`src/rtl/uart_text_writer.sv`:
```
// UART byte stream to character-RAM writer: keeps a text cursor, interprets
// CR/LF/BS/FF, and clears the new row on wrap and the whole screen on form feed.
module uart_text_writer #(
  parameter int COLS   = 80,
  parameter int ROWS   = 30,
  parameter int ADDR_W = 12
) (
  input  logic              clk,
  input  logic              rst,
  input  logic              i_wr,
  input  logic [7:0]        i_data,
  output logic              o_we,
  output logic [ADDR_W-1:0] o_addr,
  output logic [7:0]        o_char,
  output logic              o_busy,
  output logic              o_overrun
);

  localparam int CW = (COLS > 1) ? $clog2(COLS) : 1;
  localparam int RW = (ROWS > 1) ? $clog2(ROWS) : 1;
  localparam logic [CW-1:0]     COL_MAX = CW'(COLS - 1);
  localparam logic [RW-1:0]     ROW_MAX = RW'(ROWS - 1);
  localparam logic [ADDR_W-1:0] COLS_A  = ADDR_W'(COLS);
  localparam logic [ADDR_W-1:0] ROWL_A  = ADDR_W'(COLS - 1);
  localparam logic [ADDR_W-1:0] LAST_A  = ADDR_W'(COLS * ROWS - 1);

  typedef enum logic [1:0] {IDLE, PUT, CLR_ROW, CLR_ALL} state_t;

  state_t            state_q;
  logic              wr_q;
  logic              pend_v_q;
  logic [7:0]        pend_q;
  logic [7:0]        put_char_q;
  logic              put_adv_q;
  logic [CW-1:0]     col_q;
  logic [RW-1:0]     row_q;
  logic [ADDR_W-1:0] clr_q;

  logic              rise, take, drop;
  logic [RW-1:0]     row_d;
  logic [ADDR_W-1:0] cur_addr, row_base;

  always_comb begin
    rise     = i_wr & ~wr_q;
    take     = (state_q == IDLE) & pend_v_q;
    // A byte landing on the same edge the FSM takes the pending one is kept.
    drop     = rise & pend_v_q & ~take;
    row_d    = (row_q == ROW_MAX) ? '0 : row_q + RW'(1);
    row_base = ADDR_W'(row_q) * COLS_A;
    cur_addr = row_base + ADDR_W'(col_q);
  end

  always_ff @(posedge clk or negedge rst) begin
    if (!rst) begin
      state_q    <= IDLE;
      wr_q       <= 1'b1;
      pend_v_q   <= 1'b0;
      pend_q     <= '0;
      put_char_q <= '0;
      put_adv_q  <= 1'b0;
      col_q      <= '0;
      row_q      <= '0;
      clr_q      <= '0;
      o_we       <= 1'b0;
      o_addr     <= '0;
      o_char     <= '0;
      o_busy     <= 1'b0;
      o_overrun  <= 1'b0;
    end else begin
      wr_q      <= i_wr;
      o_overrun <= drop;
      o_we      <= 1'b0;
      o_busy    <= 1'b0;

      if (rise && !drop) begin
        pend_q   <= i_data;
        pend_v_q <= 1'b1;
      end else if (take) begin
        pend_v_q <= 1'b0;
      end

      unique case (state_q)
        IDLE: begin
          if (pend_v_q) begin
            if (pend_q >= 8'h20 && pend_q <= 8'h7E) begin
              put_char_q <= pend_q;
              put_adv_q  <= 1'b1;
              state_q    <= PUT;
              o_busy     <= 1'b1;
            end else begin
              case (pend_q)
                8'h0D: col_q <= '0;
                8'h0A: begin
                  col_q   <= '0;
                  row_q   <= row_d;
                  clr_q   <= '0;
                  state_q <= CLR_ROW;
                  o_busy  <= 1'b1;
                end
                8'h08: begin
                  // Backspace blanks the cell it retreats onto without moving on.
                  if (col_q != '0) begin
                    col_q      <= col_q - CW'(1);
                    put_char_q <= 8'h20;
                    put_adv_q  <= 1'b0;
                    state_q    <= PUT;
                    o_busy     <= 1'b1;
                  end
                end
                8'h0C: begin
                  col_q   <= '0;
                  row_q   <= '0;
                  clr_q   <= '0;
                  state_q <= CLR_ALL;
                  o_busy  <= 1'b1;
                end
                default: ;
              endcase
            end
          end
        end

        PUT: begin
          o_we   <= 1'b1;
          o_addr <= cur_addr;
          o_char <= put_char_q;
          o_busy <= 1'b1;
          if (!put_adv_q) begin
            state_q <= IDLE;
          end else if (col_q == COL_MAX) begin
            col_q   <= '0;
            row_q   <= row_d;
            clr_q   <= '0;
            state_q <= CLR_ROW;
          end else begin
            col_q   <= col_q + CW'(1);
            state_q <= IDLE;
          end
        end

        CLR_ROW: begin
          o_we   <= 1'b1;
          o_addr <= row_base + clr_q;
          o_char <= 8'h20;
          o_busy <= 1'b1;
          if (clr_q == ROWL_A) state_q <= IDLE;
          else                 clr_q   <= clr_q + ADDR_W'(1);
        end

        CLR_ALL: begin
          o_we   <= 1'b1;
          o_addr <= clr_q;
          o_char <= 8'h20;
          o_busy <= 1'b1;
          if (clr_q == LAST_A) state_q <= IDLE;
          else                 clr_q   <= clr_q + ADDR_W'(1);
        end

        default: state_q <= IDLE;
      endcase
    end
  end

endmodule

```
`config.mk`:
```
export PLATFORM = sky130hd
export DESIGN_NAME = uart_text_writer
export DESIGN_NICKNAME = d
export VERILOG_FILES = /design/src/rtl/uart_text_writer.sv
export SDC_FILE = /design/constraint.sdc
export NUM_CORES = 1
export LEC_CHECK = 0
export CORE_UTILIZATION = 45
export DETAILED_ROUTE_END_ITERATION = 8
export PLACE_DENSITY = 0.71
export SLEW_MARGIN = 20
export SYNTH_ARGS = -nofsm -noshare
export SYNTH_HDL_FRONTEND = slang
export SYNTH_SLANG_ARGS = --single-unit
```
`constraint.sdc`:
```
create_clock -name clk -period 2.85 [get_ports clk]
set_input_delay 0.57 -clock clk [delete_from_list [all_inputs] [get_ports clk]]
set_output_delay 0.57 -clock clk [all_outputs]
set_load 0.005 [all_outputs]
```
==> run_results.csv <==
group,metric,value,unit
yosys,synth.avg_cell_area,9.71,um^2
sta,final.period_utilization,97.0,%
placed_design,place.gp.congestion,0.836,
clock_tree,ctsRootBufferMaster,"clkbuf_8",
floorplanning,rows,33,
yosys,synth-simple-area-share,20.4,%
yosys,synth_cells,410,
yosys,synth_top_family_by_area,"simple AND/OR/NAND/NOR gates",
yosys,synth_nets,442,
placed_design,dpl_cell_area,4510,um^2
sta,maxSlewHeadroom,57.3,%
worst_setup_path,slowest_stage,"dfrtp_1",
placed_design,place_ws,-0.0224,ns
grt,grt_start_max_net_pins,36,
sta,tightest_slew,0.639,ns
clock_tree,clockBufferDepth,2,
clock_tree,path_clk_slew,0.09,ns
pwr,irDropWorstVdd,483,uV
pwr,p_per_area,808,nW/um^2
flow_run,cap_violations,0,
grt,antenna_found_initial,0,
layout,area_growth,21.8,%
sta,slew_viol_final,0,
detailed_routing,first_pass_iters,4,
yosys,ys.flop_type,"dfrtp_1",
yosys,ys_seq_area_share,42.8,%
detailed_routing,drcViolationCount,0,
detailed_routing,drt-total-wl,9450,um
yosys,ys_warn_count,0,
worst_setup_path,cp.arrival,3.03,ns
layout,fin_area,4850,um^2
worst_setup_path,path_max_fanout,3,
floorplanning,start_util,47.5,%
yosys,synth_area,3980,um^2
layout,antennaDiodeCount,0,
yosys,synth_edf_count,0,
yosys,synthMuxAreaShare,6.88,%
worst_setup_path,cp-end-kind,"flop",
worst_setup_path,cp_data_required_time,3.11,ns
detailed_routing,routedWlPerCell,16.5,um
sta,setup_viol,0,
worst_setup_path,slowest_delay,0.42,ns
placed_design,place_inst,550,
layout,fin_cells,571,
detailed_routing,vias,3295,
outcome,status,"complete, no violations",
layout,n_fill_cell,719,
yosys,synth_seq_cells,68,
yosys,synthDistinctLibCells,63,
worst_setup_path,cp-start-kind,"flop",
clock_tree,cts_buffers,9,
grt,overflow,0,
floorplanning,io_pins,34,
detailed_routing,drtIter0Drc,210,
yosys,synthAdderAreaFrac,6.98,%
detailed_routing,postRouteAntennaNets,0,
yosys,synth_compound_area_share,16.8,%
grt,grt_util_all_layers,22.5,%
sta,setup_slack,0.0865,ns
layout,final_nets,493,
detailed_routing,vias_per_cell,5.77,
sta,setup_tns,0,ns
layout,drive_gt1_share,16.1,%
placed_design,dp.final_hpwl,6530,um
clock_tree,insertion_delay,0.36,ns
floorplanning,core-area,8380,um^2
sta,skew,0.0124,ns
sta,hold_violations,0,
clock_tree,clock-sinks,68,
floorplanning,die_h,96.1,um
clock_tree,tritoncts,"built",
worst_setup_path,path_cells,"ha_4, ha_4, fa_2, xor2_1, ha_1, or2_4, a21oi_2, a21oi_2, xnor2_2, o221ai_1, nor3_1",
yosys,async_flop_share,100,%
floorplanning,die_w,96.1,um
yosys,synth-xor-area-share,3.30,%
worst_setup_path,path_class,"flop to flop",
clock_tree,htree_levels,3,
sta,rsz0062_at_grt,"true",
worst_hold_path,hp-class,"primary input to async pin",
sta,period_needed,2.76,ns
layout,fin_util,57.9,%
sta,clock.fmax,362,MHz
grt,grt_pass1_vias,3217,
grt,grt_pass1_wl,15400,um
floorplanning,die-area,9230,um^2
pwr,power,3.92,mW
pwr,p_leak,2.11,nW
placed_design,portBuffers,33,
sta,whs,0.262,ns
## worst max-delay path: cells and delay by family, from the launching register on
family	cells	cell delay, ns
xor+xnor	2	0.32
compound gates	3	0.36
simple gates	2	0.46
flops	1	0.42
fa+ha+maj	4	1.10
## layout make-up
cell class / count / area (um^2) / area share, %
inverter: 11 / 41.3 / 0.851
tap: 105 / 131 / 2.71
clock inverter: 6 / 93.8 / 1.93
multi-input combinational: 314 / 2240 / 46.1
clock buffer: 10 / 138 / 2.84
sequential: 68 / 1700 / 35.1
timing repair buffer: 57 / 505 / 10.4
## what timing repair did
item,in CTS,in global routing
buffers inserted,0,5
resized for setup,2,10
pin swaps,1,10
endpoints found under the setup margin,1,3
hold buffers,0,0
## cells by family after synthesis
kind of cell             after synthesis
flip-flops                            68
AO/OA/AOI/OAI                         99
AND/OR/NAND/NOR                      153
buffers and inverters                 28
XOR/XNOR                              15
adder cells (fa/ha/maj)               21
multiplexers                          26
## metal layers
metal / global-route usage (%) / vias up / wire length (um) / part of all wire [%]
met5: 0 / - / 0 / 0
met4: 8.83 / 0 / 203 / 2.1
met3: 5.92 / 18 / 508 / 5.4
met2: 34.1 / 103 / 4260 / 45
met1: 30.5 / 1581 / 4480 / 47
li1: - / 1593 / - / -
## where the power goes
group          internal (mW)  leakage [nW]  switching (mW)
sequential              1.25         0.870           0.266
combinational          0.731          1.13           0.746
clock                  0.524         0.113           0.401
## cells in the final DEF (no fill, tap or decap), drive strengths merged, types with 2 or more instances in the layout
cell	synthesis	final
dfrtp	67	67
nor2	41	41
nand2	39	39
clkdlybuf4s50	0	32
a21oi	28	28
buf	8	25
ha	19	19
o21ai	17	17
mux2i	15	15
nand3	13	13
inv	11	13
nor3	12	12
xnor2	12	12
mux2	11	11
clkbuf	9	10
nor2b	8	8
and2	7	7
nand2b	7	7
o22ai	7	7
a22o	7	7
a21o	6	6
o31ai	6	6
a211oi	6	6
nor4	5	5
nand4	4	4
and3	4	4
a31oi	4	4
xor2	3	3
a22oi	2	2
or3	2	2
nor3b	2	2
o211ai	2	2
o41ai	2	2
o22a	2	2
nand3b	2	2
a31o	2	2
bufinv	0	2
fa	2	2
## final timing paths
check,from,end,slack (ns),cells after the start
setup / recovery,row_q[1],o_addr[11],0.09,11
hold / removal,rst,pend_v_q,0.26,2
setup reg to reg,row_q[1],o_addr[11],0.09,11
hold reg to reg,put_char_q[7],put_char_q[7],0.50,1
max in group asynchronous,rst,wr_q,2.26,2
min in group clk,put_char_q[7],put_char_q[7],0.50,1
## cells in the mapped netlist (10+ instances only)
library cell	number	share of area, %
a21oi_1	28	3.5
mux2i_1	15	3.8
ha_1	19	6.0
nand2_1	39	3.7
xnor2_1	12	2.6
inv_1	11	1.0
mux2_2	10	2.8
nand3_1	12	1.5
nor2_1	40	3.8
nor3_1	11	1.4
o21ai_0	17	2.1
dfrtp_1	67	42
## sequential cells by signal, summed over array words and instances, names as in the netlist
signal / count
o_addr: 12
row_q: 5
o_overrun: 1
pend_v_q: 1
wr_q: 1
o_busy: 1
put_char_q: 8
o_we: 1
put_adv_q: 1
clr_q: 12
col_q: 7
o_char: 8
state_q: 2
pend_q: 8
Note: power is estimated with default switching activity, not from simulation.
